<file path="src/rtl/mem_master.sv">
// ----------------------------------------------------------------------------
// mem_master
//
// Bus initiator between the CPU datapath and the handshaked `ram` block.
// Each CPU load/store request is turned into a single ram read or write
// handshake. A simultaneous load+store becomes a write followed by a read of
// the same word (read-after-write). The block returns the load data and a
// fault code with a one-cycle `done` pulse. Byte addresses become word
// addresses (addr[31:2], zero-extended), and misaligned requests are refused
// without touching the ram.
//
// Optional feature: define MEM_MASTER_TIMEOUT_EN to enable the watchdog. When
// enabled, a wait state that has seen neither a ready nor `exc` after TIMEOUT
// counted edges ends with fault 3. Without the macro the master waits
// indefinitely.
//
// Parameters:
//   TIMEOUT    wait-state edges before a timeout fault (1 .. 2**CNT_W-1)
//   CNT_W      width of the wait counter
//
// Ports:
//   clk, rst            clock; synchronous active-high reset
//   req_rd, req_wr      CPU load / store request (sampled only in IDLE)
//   req_addr            byte address of the request
//   req_wdata           store data
//   busy                high in every state except IDLE
//   done                one-cycle completion pulse
//   rdata               load result, valid while done
//   fault_code          0 none, 1 misaligned, 2 range (exc), 3 timeout
//   r_addr, w_addr      word addresses to the ram
//   w_line              write data to the ram
//   read, write         ram access strobes
//   r_line              ram read data, captured only on rrdy
//   rrdy, wrdy          ram read / write ready pulses
//   exc                 ram range exception level
// ----------------------------------------------------------------------------
module mem_master #(
    parameter int TIMEOUT = 16,
    parameter int CNT_W   = 8
) (
    input  logic        clk,
    input  logic        rst,
    input  logic        req_rd,
    input  logic        req_wr,
    input  logic [31:0] req_addr,
    input  logic [31:0] req_wdata,
    output logic        busy,
    output logic        done,
    output logic [31:0] rdata,
    output logic [1:0]  fault_code,
    output logic [31:0] r_addr,
    output logic [31:0] w_addr,
    output logic [31:0] w_line,
    output logic        read,
    output logic        write,
    input  logic [31:0] r_line,
    input  logic        rrdy,
    input  logic        wrdy,
    input  logic        exc
);

    typedef enum logic [1:0] {
        ST_IDLE,
        ST_WR_WAIT,
        ST_RD_WAIT,
        ST_RESP
    } state_t;

    localparam logic [1:0] FLT_NONE    = 2'd0;
    localparam logic [1:0] FLT_ALIGN   = 2'd1;
    localparam logic [1:0] FLT_RANGE   = 2'd2;
    localparam logic [1:0] FLT_TIMEOUT = 2'd3;

    localparam logic [CNT_W-1:0] TMO_LIMIT = CNT_W'(TIMEOUT);

    state_t            state, state_nxt;

    logic [CNT_W-1:0]  cnt, cnt_nxt, cnt_inc;
    logic              pend_rd, pend_nxt;
    logic [31:0]       addr_q, addr_nxt;

    logic              busy_nxt, done_nxt, read_nxt, write_nxt;
    logic [31:0]       rdata_nxt, r_addr_nxt, w_addr_nxt, w_line_nxt;
    logic [1:0]        fault_nxt;

    logic              accept, misaligned;
    logic [31:0]       word_in;
    logic              resp_en, wr_ok, rd_ok, rng_err, tmo_hit;

    // ------------------------------------------------------------------
    // Request decode and response qualification
    // ------------------------------------------------------------------
    assign accept     = req_rd | req_wr;
    assign misaligned = (req_addr[1:0] != 2'b00);
    assign word_in    = {2'b00, req_addr[31:2]};

    // Responses are ignored on the first wait edge: the ram samples the strobe
    // on that edge, so `exc` is still the level left over from the previous
    // access until then.
    assign resp_en = (cnt != '0);
    assign wr_ok   = resp_en & wrdy;
    assign rd_ok   = resp_en & rrdy;
    assign rng_err = resp_en & exc;

    // The counter saturates at TMO_LIMIT. That is the only count the watchdog
    // needs, and it keeps resp_en from wrapping back to 0 during a long wait.
    assign cnt_inc = (cnt == TMO_LIMIT) ? cnt : cnt + CNT_W'(1);

`ifdef MEM_MASTER_TIMEOUT_EN
    assign tmo_hit = (cnt >= TMO_LIMIT);
`else
    assign tmo_hit = 1'b0;
`endif

    // ------------------------------------------------------------------
    // State register
    // ------------------------------------------------------------------
    // NOTE: sequential state uses non-blocking assignments so every flop
    // samples pre-edge values, independent of process ordering.
    always_ff @(posedge clk) begin
        if (rst) begin
            state <= ST_IDLE;
        end else begin
            state <= state_nxt;
        end
    end

    // ------------------------------------------------------------------
    // Next-state logic
    // ------------------------------------------------------------------
    always_comb begin
        state_nxt = state;
        case (state)
            ST_IDLE: begin
                if (accept) begin
                    if (misaligned)  state_nxt = ST_RESP;
                    else if (req_wr) state_nxt = ST_WR_WAIT;
                    else             state_nxt = ST_RD_WAIT;
                end
            end
            ST_WR_WAIT: begin
                if (wr_ok)                   state_nxt = pend_rd ? ST_RD_WAIT : ST_RESP;
                else if (rng_err || tmo_hit) state_nxt = ST_RESP;
            end
            ST_RD_WAIT: begin
                if (rd_ok || rng_err || tmo_hit) state_nxt = ST_RESP;
            end
            ST_RESP: begin
                // Stay until the done pulse has been presented.
                if (done) state_nxt = ST_IDLE;
            end
            default: state_nxt = ST_IDLE;
        endcase
    end

    // ------------------------------------------------------------------
    // Output / datapath next values (registered below)
    // ------------------------------------------------------------------
    // NOTE: every signal gets a hold-value default first, so no path through
    // this block can leave one unassigned and infer a latch.
    always_comb begin
        busy_nxt   = (state_nxt != ST_IDLE);
        done_nxt   = 1'b0;
        rdata_nxt  = rdata;
        fault_nxt  = fault_code;
        r_addr_nxt = r_addr;
        w_addr_nxt = w_addr;
        w_line_nxt = w_line;
        read_nxt   = read;
        write_nxt  = write;
        cnt_nxt    = cnt;
        pend_nxt   = pend_rd;
        addr_nxt   = addr_q;

        case (state)
            ST_IDLE: begin
                if (accept) begin
                    addr_nxt = word_in;
                    cnt_nxt  = '0;
                    pend_nxt = 1'b0;
                    if (misaligned) begin
                        fault_nxt = FLT_ALIGN;
                        rdata_nxt = '0;
                    end else if (req_wr) begin
                        w_addr_nxt = word_in;
                        w_line_nxt = req_wdata;
                        write_nxt  = 1'b1;
                        pend_nxt   = req_rd;
                    end else begin
                        r_addr_nxt = word_in;
                        read_nxt   = 1'b1;
                    end
                end
            end

            ST_WR_WAIT: begin
                cnt_nxt = cnt_inc;
                if (wr_ok) begin
                    // Strobe drops on the edge the ready is seen, so the ram
                    // never starts a second write.
                    write_nxt = 1'b0;
                    if (pend_rd) begin
                        r_addr_nxt = addr_q;
                        read_nxt   = 1'b1;
                        cnt_nxt    = '0;
                        pend_nxt   = 1'b0;
                    end else begin
                        fault_nxt = FLT_NONE;
                        done_nxt  = 1'b1;
                    end
                end else if (rng_err) begin
                    write_nxt = 1'b0;
                    pend_nxt  = 1'b0;
                    fault_nxt = FLT_RANGE;
                    done_nxt  = 1'b1;
                end else if (tmo_hit) begin
                    write_nxt = 1'b0;
                    pend_nxt  = 1'b0;
                    fault_nxt = FLT_TIMEOUT;
                    rdata_nxt = '0;
                    done_nxt  = 1'b1;
                end
            end

            ST_RD_WAIT: begin
                cnt_nxt = cnt_inc;
                if (rd_ok) begin
                    read_nxt  = 1'b0;
                    rdata_nxt = r_line;
                    fault_nxt = FLT_NONE;
                    done_nxt  = 1'b1;
                end else if (rng_err) begin
                    read_nxt  = 1'b0;
                    rdata_nxt = '0;
                    fault_nxt = FLT_RANGE;
                    done_nxt  = 1'b1;
                end else if (tmo_hit) begin
                    read_nxt  = 1'b0;
                    rdata_nxt = '0;
                    fault_nxt = FLT_TIMEOUT;
                    done_nxt  = 1'b1;
                end
            end

            ST_RESP: begin
                // Wait-state exits enter RESP with done already set, so RESP
                // lasts one cycle. The misaligned path enters with done low,
                // so done rises one edge later and that completion lands one
                // edge after accept.
                done_nxt = ~done;
            end

            default: ;
        endcase
    end

    // ------------------------------------------------------------------
    // Output and datapath registers
    // ------------------------------------------------------------------
    always_ff @(posedge clk) begin
        if (rst) begin
            busy       <= 1'b0;
            done       <= 1'b0;
            rdata      <= '0;
            fault_code <= FLT_NONE;
            r_addr     <= '0;
            w_addr     <= '0;
            w_line     <= '0;
            read       <= 1'b0;
            write      <= 1'b0;
            cnt        <= '0;
            pend_rd    <= 1'b0;
            addr_q     <= '0;
        end else begin
            busy       <= busy_nxt;
            done       <= done_nxt;
            rdata      <= rdata_nxt;
            fault_code <= fault_nxt;
            r_addr     <= r_addr_nxt;
            w_addr     <= w_addr_nxt;
            w_line     <= w_line_nxt;
            read       <= read_nxt;
            write      <= write_nxt;
            cnt        <= cnt_nxt;
            pend_rd    <= pend_nxt;
            addr_q     <= addr_nxt;
        end
    end

endmodule

</file>
<file path="config.mk">
export PLATFORM = sky130hd
export DESIGN_NAME = mem_master
export DESIGN_NICKNAME = d
export VERILOG_FILES = /design/src/rtl/mem_master.sv
export SDC_FILE = /design/constraint.sdc
export NUM_CORES = 1
export LEC_CHECK = 0
export CAP_MARGIN = 25
export CORE_ASPECT_RATIO = 1.75
export CORE_MARGIN = 8
export CORE_UTILIZATION = 50
export DETAILED_ROUTE_END_ITERATION = 7
export PLACE_DENSITY = 0.86
export SETUP_SLACK_MARGIN = 0.3
export SYNTH_ARGS = -nofsm -noshare
export SYNTH_HDL_FRONTEND = slang
export SYNTH_SLANG_ARGS = --single-unit
</file>
<file path="constraint.sdc">
create_clock -name clk -period 6.08 [get_ports clk]
set_clock_uncertainty 0.15 [all_clocks]
set_input_delay 1.52 -clock clk [delete_from_list [all_inputs] [get_ports clk]]
set_output_delay 1.52 -clock clk [all_outputs]
set_load 0.02 [all_outputs]
</file>
==> impl_table.tex, run 1 <==
\begin{tabular}{lr}
\hline
Metric & Value \\
\hline
\multicolumn{2}{l}{\textbf{Run status}} \\
Result of the run & completed \\
\multicolumn{2}{l}{\textbf{Placement}} \\
Number of buffer cells added on primary ports & 232 \\
Dpl ws & 1.651 ns \\
Total half-perimeter wirelength after legalization and detailed placement & about 15000 um \\
Routability Congestion & around 0.89 \\
\multicolumn{2}{l}{\textbf{Route}} \\
Wire per inst & $\sim$18 um \\
Vias & between 6000 and 7000 \\
Vias per Instance & roughly 5.5 \\
DRC violation total after the first TritonRoute iteration & $\sim$380 \\
Number of nets with antenna violations after routing & 0 \\
Initial DRT Pass Iterations & 5 \\
Drc violations & 0 \\
Final WL & 21940 um \\
\multicolumn{2}{l}{\textbf{Timing}} \\
Setup violators final & 0 \\
Setup total negative slack & 0 ns \\
Post-layout worst setup margin & 2.059 ns \\
Share of the clock period used by the worst path after layout & around 66\% \\
Fin crit period & 4.021 ns \\
Unrepaired setup endpoints after global routing & false \\
Worst Max-Slew Pin Slew & roughly 1 ns \\
Relative max-transition margin & approximately 33\% \\
Final slew viol count & 0 \\
Highest clock rate & 248.7 MHz \\
Final Hold Fails & 0 \\
\multicolumn{2}{l}{\textbf{Global routing}} \\
Residual overflow from global routing & 0 \\
Wire length of the first global-routing pass & about 34000 um \\
Initial antenna violation count & 2 \\
Total global-route track usage & 22.64\% \\
Vias in the first global route & around 6600 \\
Largest net degree at the start of global routing & 108 \\
\multicolumn{2}{l}{\textbf{Worst hold path}} \\
Worst hold path type & reg2reg \\
Worst Hold End & w\_line[23]\$\_SDFFE\_PP0P\_ \\
Worst hold start & w\_line[23]\$\_SDFFE\_PP0P\_ \\
Min-Delay Path Depth & 2 \\
\multicolumn{2}{l}{\textbf{Floorplanning}} \\
Chip height & approximately 180 um \\
CORE AREA & 0.01430 mm\^{}2 \\
Cell row count & between 50 and 60 \\
Initial Utilization & between 50\% and 60\% \\
Die Width & 107.1 um \\
Area of the die & roughly 0.019 mm\^{}2 \\
Count of pins on the block boundary & 237 \\
\multicolumn{2}{l}{\textbf{Pwr}} \\
P\_int & roughly 0.0025 W \\
Power per cell area & slightly above 400 mW/mm\^{}2 \\
Total leakage power & 3.583 nW \\
Peak supply drop & between 0.2 and 0.3 mV \\
Fraction of power consumed by combinational cells & about two fifths \\
Fraction of power spent switching nets & approximately two fifths \\
Clock network fraction of design power & approximately a quarter \\
Relative contribution of sequential cells to total power & between 30\% and 40\% \\
Total net switching power & between 0.0015 and 0.002 W \\
\multicolumn{2}{l}{\textbf{Cells and area}} \\
Share of cells above drive strength 1 & under 10\% \\
Post-layout nets & about 1100 \\
Number of fill cells & 1074 \\
Sequential standard cell area & approximately 0.0034 mm\^{}2 \\
Total area of multi-input combinational cells & around 0.0035 mm\^{}2 \\
Layout area overhead & 40.38\% \\
\multicolumn{2}{l}{\textbf{Worst setup path}} \\
Startpoint of the worst register-to-register path & cnt[0]\$\_SDFFE\_PP0P\_ \\
Crit-path max FO & 31 \\
Data arrival time of the critical path & about 4.1 ns \\
Endpoint type of the worst setup path & register \\
Critical Setup Path Class & in2reg \\
Destination of the worst register-to-register timing path & rdata[27]\$\_SDFFE\_PP0P\_ \\
Required arrival time at the worst endpoint & slightly above 6 ns \\
Setup slack, reg-to-reg & slightly below 3 ns \\
Number of cells on the worst reg-to-reg path & 7 \\
Critical path launch point type & input port \\
\multicolumn{2}{l}{\textbf{CTS}} \\
Clock root cell & clkbuf\_16 \\
Clock network latency to the later pin of the worst-skew pair & around 0.42 ns \\
Number of buffers created by CTS & 17 \\
Sinks on Clock Net & 171 \\
Maximum level of the CTS H-tree & 4 \\
Post\_cts resized & 0 \\
Buffers inserted during post-CTS setup optimization & 0 \\
Maximum buffer depth of the clock tree & 2 \\
Clock transition time at the flip-flop clock pins of the worst setup and hold paths & approximately 0.070 ns \\
CTS tree & done \\
Quantity of hold-fixing buffers added after cts & 0 \\
\multicolumn{2}{l}{\textbf{Logic synthesis}} \\
Most instantiated flip-flop cell in the synthesis netlist & dfxtp\_1 \\
Async set-reset flop share out of synthesis & 0\% \\
Sequential fraction of the synthesis area & 47.16\% \\
Fraction of post-synthesis cell area in the top cell type by area & between 40\% and 50\% \\
Yosys top cell by area & dfxtp\_1 \\
Synthesized flop and latch total & 171 \\
Synth unique cells & 58 \\
Total standard cell area after synthesis & 0.007259 mm\^{}2 \\
Number of standard cells after synthesis & $\sim$840 \\
Synth Warn \# & 0 \\
Per-instance average area after synthesis & just under 9 um\^{}2 \\
Number of enable flip-flop cells after synthesis & 0 \\
Largest cells by area after synthesis & dfxtp\_1 47\%, nand2\_1 12\%, a21oi\_1 8.8\% \\
\multicolumn{2}{l}{\textbf{Flow run}} \\
\# Max-Cap Violations & 0 \\
\hline
\end{tabular}
-- state kept, by name (all words and copies together), names as in the netlist, 2 cells and up --
name / count
addr_q: 30
cnt: 8
fault_code: 2
w_addr: 30
r_addr: 30
rdata: 32
state: 2
w_line: 32
-- area by class of cell --
cell class                      instances  area share (%)
Inverter                                8          0.2947
Antenna cell                            2         0.04911
Tap cell                              180           2.210
Timing Repair Buffer                  242           23.54
Sequential cell                       171           33.59
Multi-Input combinational cell        593           34.60
Clock inverter                         14           1.412
Clock buffer                           18           4.309
-- synthesized netlist by cell type, drive strengths merged, types with 8 or more instances --
| master | number |
|---|---|
| nand2 | 230 |
| dfxtp | 171 |
| a21oi | 128 |
| mux2i | 63 |
| clkbuf | 48 |
| a211oi | 34 |
| nand2b | 32 |
| buf | 20 |
| nand4 | 11 |
| nor2 | 11 |
| o21ai | 9 |
| inv | 8 |
-- stage by stage --
| step | cell area, um^2 | std cells | utilization (%) | hold slack (ns) | total power [W] |
|---|---|---|---|---|---|
| 6_report | 10190 | 1228 | 71.28 | 0.3035 | 0.004207 |
| 3_5_place_dp | 9603 | 1194 | 67.17 | 0.2953 | 0.003160 |
| 4_1_cts | 10190 | 1226 | 71.25 | 0.3061 | 0.004229 |
| 3_3_place_gp | 9603 | 1194 | 67.17 | 0.2905 | 0.003130 |
| 2_1_floorplan | 7271 | 840 | - | 0.2860 | 0.002606 |
| 5_1_grt | 10190 | 1228 | 71.28 | 0.3191 | 0.004411 |
-- per-layer routing --
| layer | up-vias | wire length (um) | global-route usage [%] |
|---|---|---|---|
| met5 | - | 0 | 0 |
| met4 | 0 | 954 | 12.63 |
| met3 | 55 | 1814 | 7.156 |
| met2 | 285 | 11020 | 38.41 |
| met1 | 3186 | 8154 | 24.01 |
| li1 | 3252 | - | - |
-- critical path, cell delays in order --
cell and delay, ns:
clkdlybuf4s50_1 0.60, or4b_2 0.78, mux2i_4 0.15, buf_4 0.35, and2_4 0.55, a211oi_2 0.15
-- kinds of logic after synthesis --
| logic type | count (synthesis) | synth area share (%) |
|---|---|---|
| DFF | 171 | 47.16 |
| adders and majority gates | 6 | 1.034 |
| AOI/OAI and AO/OA | 205 | 18.87 |
| muxes | 63 | 8.859 |
| xor gates and xnor gates | 1 | 0.1207 |
| other | 1 | 0.05166 |
| buffers and inverters | 76 | 4.912 |
| and+or+nand+nor | 314 | 18.99 |
-- power groups by stage --
| stage | Combinational, W | Sequential [W] | Clock, W |
|---|---|---|---|
| global route | 0.00188 | 0.00141 | 0.00112 |
| detailed placement | 0.00175 | 0.00141 | 0 |
| CTS | 0.00176 | 0.00139 | 0.00108 |
| finish | 0.00176 | 0.00139 | 0.00106 |
| floorplan | 0.00108 | 0.00152 | 0 |
| global placement | 0.00172 | 0.00141 | 0 |
-- layout by cell type (no fill, tap or decap), types with 3 or more instances in the layout --
cell,n
clkdlybuf4s50_1,231
nand2_1,230
dfxtp_1,171
a21oi_1,128
mux2i_1,62
nand2b_1,32
a211oi_2,30
clkbuf_16,17
nor2_1,11
nand4_1,11
buf_4,10
inv_1,8
o21ai_0,6
nor3_1,6
a31oi_1,6
ha_1,5
nor2b_1,4
conb_1,4
inv_6,4
inv_8,4
o21a_1,3
a311oi_1,3
a211oi_1,3
nand3_1,3
clkinv_4,3
-- how the worst max path moves through the flow --
stage | cells after the start | to | slack [ns] | start
after CTS | 6 | r_addr[1]$_SDFFE_PP0P_ | 2.08 | req_wr
after floorplan | 5 | r_addr[0]$_SDFFE_PP0P_ | 3.00 | req_wr
after global placement | 6 | r_addr[11]$_SDFFE_PP0P_ | 1.71 | req_wr
final | 6 | r_addr[1]$_SDFFE_PP0P_ | 2.06 | req_wr
after global routing | 6 | r_addr[1]$_SDFFE_PP0P_ | 1.98 | req_wr
after detailed placement | 6 | r_addr[17]$_SDFFE_PP0P_ | 1.65 | req_wr
No activity file was read; power rests on OpenSTA's default activity.
==> run 2, diff against run 1 <==
CORE_UTILIZATION = 46   (was 50)
PLACE_DENSITY = 0.8   (was 0.86)
clock period = 4 ns   (was 6.08 ns; I/O delays follow)
==> impl_table.tex, run 2 (synthesized netlist as in run 1, its figures left out) <==
\begin{tabular}{lr}
\hline
Metric & Value \\
\hline
\multicolumn{2}{l}{\textbf{Floorplanning}} \\
Die Width & 111.0 um (+3.6\%) \\
Chip height & 182.2 um (+3.9\%) \\
Area of the die & 0.02022 mm\^{}2 (+7.6\%) \\
CORE AREA & 0.01565 mm\^{}2 (+9.4\%) \\
Count of pins on the block boundary & 237 (unchanged) \\
Initial Utilization & 46.40\% (-4.4 points) \\
Cell row count & 61 (+5.2\%) \\
\multicolumn{2}{l}{\textbf{Pwr}} \\
Total leakage power & 3.622 nW (+1.1\%) \\
Peak supply drop & 0.3973 mV (+46\%) \\
Power per cell area & 634.4 mW/mm\^{}2 (+54\%) \\
Final Power & 0.006519 W (+55\%) \\
\multicolumn{2}{l}{\textbf{CTS}} \\
Maximum buffer depth of the clock tree & 2 (unchanged) \\
Sinks on Clock Net & 171 (unchanged) \\
Buffers inserted during post-CTS setup optimization & 0 (unchanged) \\
Number of buffers created by CTS & 17 (unchanged) \\
CTS tree & done \\
Clock root cell & clkbuf\_16 \\
Clock transition time at the flip-flop clock pins of the worst setup and hold paths & 0.06 ns (about the same) \\
Post\_cts resized & 0 (unchanged) \\
Quantity of hold-fixing buffers added after cts & 0 (unchanged) \\
Maximum level of the CTS H-tree & 4 (unchanged) \\
Clock network latency to the later pin of the worst-skew pair & 0.42 ns (about the same) \\
\multicolumn{2}{l}{\textbf{Global routing}} \\
Initial antenna violation count & 0 (-2) \\
Vias in the first global route & 6723 (+2.3\%) \\
Residual overflow from global routing & 0 (unchanged) \\
Wire length of the first global-routing pass & 35250 um (+2.8\%) \\
Largest net degree at the start of global routing & 86 (-20\%) \\
Total global-route track usage & 21.23\% (-1.4 points) \\
\multicolumn{2}{l}{\textbf{Cells and area}} \\
Layout area overhead & 41.54\% \\
Total area of multi-input combinational cells & 0.003526 mm\^{}2 (unchanged) \\
Largest registers in the final layout & rdata (32), w\_line (32) \\
Antenna cells & 0 (-2) \\
Most common cell after layout, fill and taps aside & clkdlybuf4s50\_1 \\
Number of fill cells & 1304 (+21\%) \\
Post-layout nets & 1145 (+0.26\%) \\
Share of cells above drive strength 1 & 8.779\% (+0.17 points) \\
Sequential standard cell area & 0.003423 mm\^{}2 (unchanged) \\
Most frequent cells in the layout & 231 x clkdlybuf4s50\_1, 230 x nand2\_1, 171 x dfxtp\_1, 128 x a21oi\_1, 62 x mux2i\_1 \\
\multicolumn{2}{l}{\textbf{Worst hold path}} \\
Worst hold path type & reg2reg \\
\multicolumn{2}{l}{\textbf{Worst setup path}} \\
Required arrival time at the worst endpoint & 4.13 ns (-2.06 ns) \\
Endpoint type of the worst setup path & register \\
Crit-path max FO & 30 (-3.2\%) \\
Critical path, cell by cell & clkdlybuf4s50\_1, or4b\_2, mux2i\_4, and2\_4, a211oi\_2 \\
Critical path launch point type & input port \\
Max incr delay on CP & 0.66 ns (-0.12 ns) \\
Critical Setup Path Class & in2reg \\
Data arrival time of the critical path & 3.33 ns (-0.80 ns) \\
Bufs and invs on worst path & 1 (-1) \\
Top cell family by delay on the critical path & simple AND/OR/NAND/NOR gates \\
Worst path slowest cell & or4b\_2 \\
\multicolumn{2}{l}{\textbf{Timing}} \\
Final Hold Fails & 0 (unchanged) \\
Worst Max-Slew Pin Slew & 0.8580 ns (-0.1465 ns) \\
Unrepaired setup endpoints after global routing & false \\
Highest clock rate & about 310 MHz \\
Setup total negative slack & 0 ns (unchanged) \\
Relative max-transition margin & 42.32\% (+9.5 points) \\
Fin crit period & around 3.2 ns \\
Setup violators final & 0 (unchanged) \\
Final slew viol count & 0 (unchanged) \\
Share of the clock period used by the worst path after layout & between 70\% and 80\% \\
\multicolumn{2}{l}{\textbf{Flow run}} \\
\# Max-Cap Violations & 0 (unchanged) \\
\multicolumn{2}{l}{\textbf{Route}} \\
Vias per Instance & 5.435 (-1.5\%) \\
Number of nets with antenna violations after routing & 0 (unchanged) \\
Drc violations & 0 (unchanged) \\
Wire per inst & 17.77 um (-0.56\%) \\
DRC violation total after the first TritonRoute iteration & 336 (-11\%) \\
Vias & 6723 (-0.81\%) \\
Initial DRT Pass Iterations & 8 (+3) \\
Final WL & 21980 um (+0.17\%) \\
\multicolumn{2}{l}{\textbf{Placement}} \\
Routability Congestion & 0.9208 (+3.2\%) \\
Number of buffer cells added on primary ports & 232 (unchanged) \\
Total half-perimeter wirelength after legalization and detailed placement & 15550 um (+2.1\%) \\
\multicolumn{2}{l}{\textbf{Run status}} \\
Result of the run & completed \\
\hline
\end{tabular}
run 2: cell count changes in the layout (fill, tap and decap cells not counted):
| cell | previous run | this run |
|---|---|---|
| inv_8 | 4 | 1 |
| buf_4 | 10 | 11 |
| inv_6 | 4 | 5 |
| diode_2 | 2 | 0 |
| clkinv_2 | 1 | 3 |
| clkinv_8 | 2 | 0 |
| bufinv_16 | 0 | 3 |
| buf_12 | 0 | 2 |
| clkinv_4 | 3 | 0 |
| clkbuf_8 | 1 | 2 |
run 2: routing by layer:
layer	track usage [%]	part of all wire, %	vias up
li1	-	-	3247
met1	21.79	38	3139
met2	36.64	50	283
met3	8.416	8.5	54
met4	10.49	4.1	0
met5	0	0	-
run 2: worst min-delay path: stages (launching register included):
cell and delay [ns]:
dfxtp_1 0.31, nand2_1 0.05, a21oi_1 0.05
run 2: final timing paths:
kind | from | to | slack, ns | cells after the start
worst max-delay path | req_rd | r_addr[16]$_SDFFE_PP0P_ | 0.81 | 5
worst min-delay path | w_addr[27]$_SDFFE_PP0P_ | w_addr[27]$_SDFFE_PP0P_ | 0.30 | 2
worst max register to register | cnt[0]$_SDFFE_PP0P_ | rdata[7]$_SDFFE_PP0P_ | 1.25 | 7
worst min register to register | w_addr[27]$_SDFFE_PP0P_ | w_addr[27]$_SDFFE_PP0P_ | 0.30 | 2
run 2: area by class of cell:
type	count	share of cell area [%]
clock buffers	19	4.408
clock inverters	12	1.559
well taps	189	2.302
repair buffers	245	23.81
inverters	8	0.2923
multi-input cells	593	34.32
flip-flops and latches	171	33.32
run 2: stage by stage:
stage / util (%) / area, um^2 / worst slack (ns) / instances / hold WS [ns]
4_1_cts: 65.67 / 10270 / 0.8182 / 1237 / 0.3046
2_1_floorplan: - / 7271 / 1.436 / 840 / 0.2860
3_5_place_dp: 61.75 / 9662 / 0.3965 / 1206 / 0.2961
6_report: 65.67 / 10270 / 0.8063 / 1237 / 0.3023
5_1_grt: 65.67 / 10270 / 0.7178 / 1237 / 0.3179
3_3_place_gp: 61.75 / 9662 / 0.4330 / 1206 / 0.2907
run 2: power by group:
group / internal [W] / switching (W) / leakage, nW
sequential: 0.00196 / 0.000161 / 1.39
clock: 0.00102 / 0.000707 / 0.307
combinational: 0.00107 / 0.00159 / 1.93
==> run 3, diff against run 2 <==
CORE_UTILIZATION = 42   (was 46)
PLACE_DENSITY = 0.77   (was 0.8)
clock period = 2.7 ns   (was 4 ns; I/O delays follow)
==> impl_table.tex, run 3 (synthesized netlist as in run 1, its figures left out) <==
\begin{tabular}{lr}
\hline
Metric & Value \\
\hline
\multicolumn{2}{l}{\textbf{CTS}} \\
Clock network latency to the later pin of the worst-skew pair & 0.42 ns (about the same) \\
Sinks on Clock Net & 171 (unchanged) \\
Number of buffers created by CTS & 17 (unchanged) \\
CTS tree & done \\
Maximum buffer depth of the clock tree & 2 (unchanged) \\
Buffers inserted during post-CTS setup optimization & 0 (unchanged) \\
Quantity of hold-fixing buffers added after cts & 0 (unchanged) \\
Clock root cell & clkbuf\_16 \\
Clock transition time at the flip-flop clock pins of the worst setup and hold paths & 0.07 ns (about the same) \\
Maximum level of the CTS H-tree & 4 (unchanged) \\
\multicolumn{2}{l}{\textbf{Worst setup path}} \\
Destination of the worst register-to-register timing path & r\_addr[10]\$\_SDFFE\_PP0P\_ \\
Setup slack, reg-to-reg & 0.39 ns (-0.86 ns) \\
Max incr delay on CP & 0.58 ns (-0.08 ns) \\
Critical path launch point type & register \\
Endpoint type of the worst setup path & register \\
Crit-path max FO & 19 (-37\%) \\
Number of cells on the worst reg-to-reg path & 7 (unchanged) \\
Critical path, cell by cell & inv\_1, ha\_1, or4bb\_1, o21a\_1, buf\_4, a21oi\_1, a211oi\_2 \\
Required arrival time at the worst endpoint & 2.84 ns (-1.29 ns) \\
Critical Setup Path Class & reg2reg \\
Data arrival time of the critical path & 2.45 ns (-0.88 ns) \\
Worst path slowest cell & or4bb\_1 \\
Startpoint of the worst register-to-register path & cnt[0]\$\_SDFFE\_PP0P\_ \\
\multicolumn{2}{l}{\textbf{Cells and area}} \\
Share of cells above drive strength 1 & 10.56\% (+1.8 points) \\
Most common cell after layout, fill and taps aside & clkdlybuf4s50\_1 \\
Most frequent cells in the layout & 231 x clkdlybuf4s50\_1, 230 x nand2\_1, 171 x dfxtp\_1, 128 x a21oi\_1, 62 x mux2i\_1 \\
Post-layout nets & 1166 (+1.8\%) \\
Layout area overhead & 45.12\% \\
Largest registers in the final layout & rdata (32), w\_line (32) \\
Antenna cells & 0 (unchanged) \\
\multicolumn{2}{l}{\textbf{Worst hold path}} \\
Worst hold path type & reg2reg \\
Min-Delay Path Depth & 2 (unchanged) \\
Worst hold start & w\_line[6]\$\_SDFFE\_PP0P\_ \\
Worst Hold End & w\_line[6]\$\_SDFFE\_PP0P\_ \\
\multicolumn{2}{l}{\textbf{Timing}} \\
Hold WS & 0.3019 ns (-0.0003350 ns) \\
Final slew viol count & 0 (unchanged) \\
Fin crit period & between 2 and 2.5 ns \\
Relative max-transition margin & 65.46\% (+23 points) \\
Highest clock rate & $\sim$430 MHz \\
Share of the clock period used by the worst path after layout & a little under nine tenths \\
Final Hold Fails & 0 (unchanged) \\
Unrepaired setup endpoints after global routing & true \\
Worst Max-Slew Pin Slew & 0.5137 ns (-0.3444 ns) \\
Setup violators final & 0 (unchanged) \\
\multicolumn{2}{l}{\textbf{Route}} \\
Initial DRT Pass Iterations & 4 (-4) \\
Final WL & 21990 um (about the same) \\
Drc violations & 0 (unchanged) \\
DRC violation total after the first TritonRoute iteration & 397 (+18\%) \\
Wire per inst & 16.95 um (-4.6\%) \\
Vias per Instance & 5.162 (-5.0\%) \\
Number of nets with antenna violations after routing & 0 (unchanged) \\
Vias & 6695 (-0.42\%) \\
\multicolumn{2}{l}{\textbf{Pwr}} \\
Total net switching power & 0.003678 W (+49\%) \\
Relative contribution of sequential cells to total power & 32.4\% (-0.2 points) \\
P\_int & 0.006047 W (+49\%) \\
Total leakage power & 3.720 nW (+2.7\%) \\
Power per cell area & 923.2 mW/mm\^{}2 (+46\%) \\
Peak supply drop & 0.6988 mV (+76\%) \\
Clock network fraction of design power & 24.0\% (-2.6 points) \\
Final Power & 0.009726 W (+49\%) \\
Fraction of power consumed by combinational cells & 43.6\% (+2.7 points) \\
Fraction of power spent switching nets & 37.82\% (about the same) \\
\multicolumn{2}{l}{\textbf{Global routing}} \\
Vias in the first global route & 6638 (-1.3\%) \\
Residual overflow from global routing & 0 (unchanged) \\
Largest net degree at the start of global routing & 77 (-10\%) \\
Initial antenna violation count & 0 (unchanged) \\
Wire length of the first global-routing pass & 35050 um (-0.57\%) \\
Total global-route track usage & 20.07\% (-1.2 points) \\
\multicolumn{2}{l}{\textbf{Placement}} \\
Total half-perimeter wirelength after legalization and detailed placement & 15870 um (+2.1\%) \\
Routability Congestion & 0.9047 (-1.7\%) \\
Number of buffer cells added on primary ports & 232 (unchanged) \\
\multicolumn{2}{l}{\textbf{Flow run}} \\
\# Max-Cap Violations & 0 (unchanged) \\
\multicolumn{2}{l}{\textbf{Run status}} \\
Result of the run & completed \\
\multicolumn{2}{l}{\textbf{Floorplanning}} \\
Die Width & 115.4 um (+4.0\%) \\
Chip height & 189.9 um (+4.2\%) \\
CORE AREA & 0.01695 mm\^{}2 (+8.3\%) \\
Initial Utilization & 42.83\% (-3.6 points) \\
Count of pins on the block boundary & 237 (unchanged) \\
Cell row count & 63 (+3.3\%) \\
Area of the die & 0.02191 mm\^{}2 (+8.4\%) \\
\hline
\end{tabular}
[run 3: cell types whose count changed in the layout (fill, tap and decap cells not counted), moves of 2 or more]
cell,before,now
clkbuf_1,0,2
clkinv_4,0,2
clkinvlp_4,0,4
bufinv_16,3,1
buf_4,11,21
inv_6,5,3
buf_12,2,9
buf_6,1,3
[run 3: how the worst max path moves through the flow]
stage | startpoint | end | slack, ns | cells after the start
after floorplan | req_wr | r_addr[0]$_SDFFE_PP0P_ | 0.46 | 5
after global placement | req_wr | r_addr[27]$_SDFFE_PP0P_ | -0.09 | 6
after detailed placement | req_wr | r_addr[2]$_SDFFE_PP0P_ | -0.15 | 6
after CTS | r_addr[12]$_SDFFE_PP0P_ | r_addr[12] | 0.39 | 1
after global routing | state[0]$_SDFF_PP0_ | r_addr[28]$_SDFFE_PP0P_ | 0.28 | 6
final | cnt[0]$_SDFFE_PP0P_ | r_addr[10]$_SDFFE_PP0P_ | 0.39 | 7
[run 3: metal layers]
metal	vias up	track usage, %	part of all wire (%)
met5	-	0	0
met4	0	7.778	2.1
met3	31	7.302	8.6
met2	224	36.11	52
met1	3146	20.34	37
li1	3294	-	-
[run 3: worst max-delay path, delay by kind of cell, from the launching register on]
kind | cells | cell delay, ns
adders and majority gates | 1 | 0.19
DFF | 1 | 0.37
AOI/OAI and AO/OA | 3 | 0.57
buffers and inverters | 2 | 0.32
and+or+nand+nor | 1 | 0.58
[run 3: what timing repair did]
| item | 4_1_cts | 5_1_grt |
|---|---|---|
| endpoints found under the hold margin | 0 | 0 |
| endpoints found under the setup margin | 12 | 2 |
| gates resized for setup | 4 | 2 |
| pin swaps | 0 | 0 |
| cloned | 1 | 0 |
[run 3: per-stage QoR]
step	setup TNS, ns	std cells	util (%)	instance area (um^2)	setup slack (ns)
2_1_floorplan	0	840	-	7271	0.4614
3_3_place_gp	-2.165	1264	58.69	9947	-0.08699
3_5_place_dp	-3.738	1264	58.69	9947	-0.1480
4_1_cts	0	1297	62.12	10530	0.3913
5_1_grt	0	1297	62.16	10540	0.2844
6_report	0	1297	62.16	10540	0.3939
[run 3: final cells by class]
cell class | count | area [um^2]
inverter | 8 | 30.03
multi-input combinational | 593 | 3533
tap | 227 | 284.0
timing repair buffer | 266 | 2704
sequential | 171 | 3423
clock inverter | 12 | 113.9
clock buffer | 20 | 446.7
fill | 1441 | 6412
[run 3: power groups by stage]
stage | clock network [W] | logic, W | registers, W
3_5_place_dp | 0 | 0.00421 | 0.00320
2_1_floorplan | 0 | 0.00244 | 0.00343
3_3_place_gp | 0 | 0.00415 | 0.00319
5_1_grt | 0.00249 | 0.00453 | 0.00319
4_1_cts | 0.00239 | 0.00426 | 0.00315
6_report | 0.00234 | 0.00424 | 0.00315
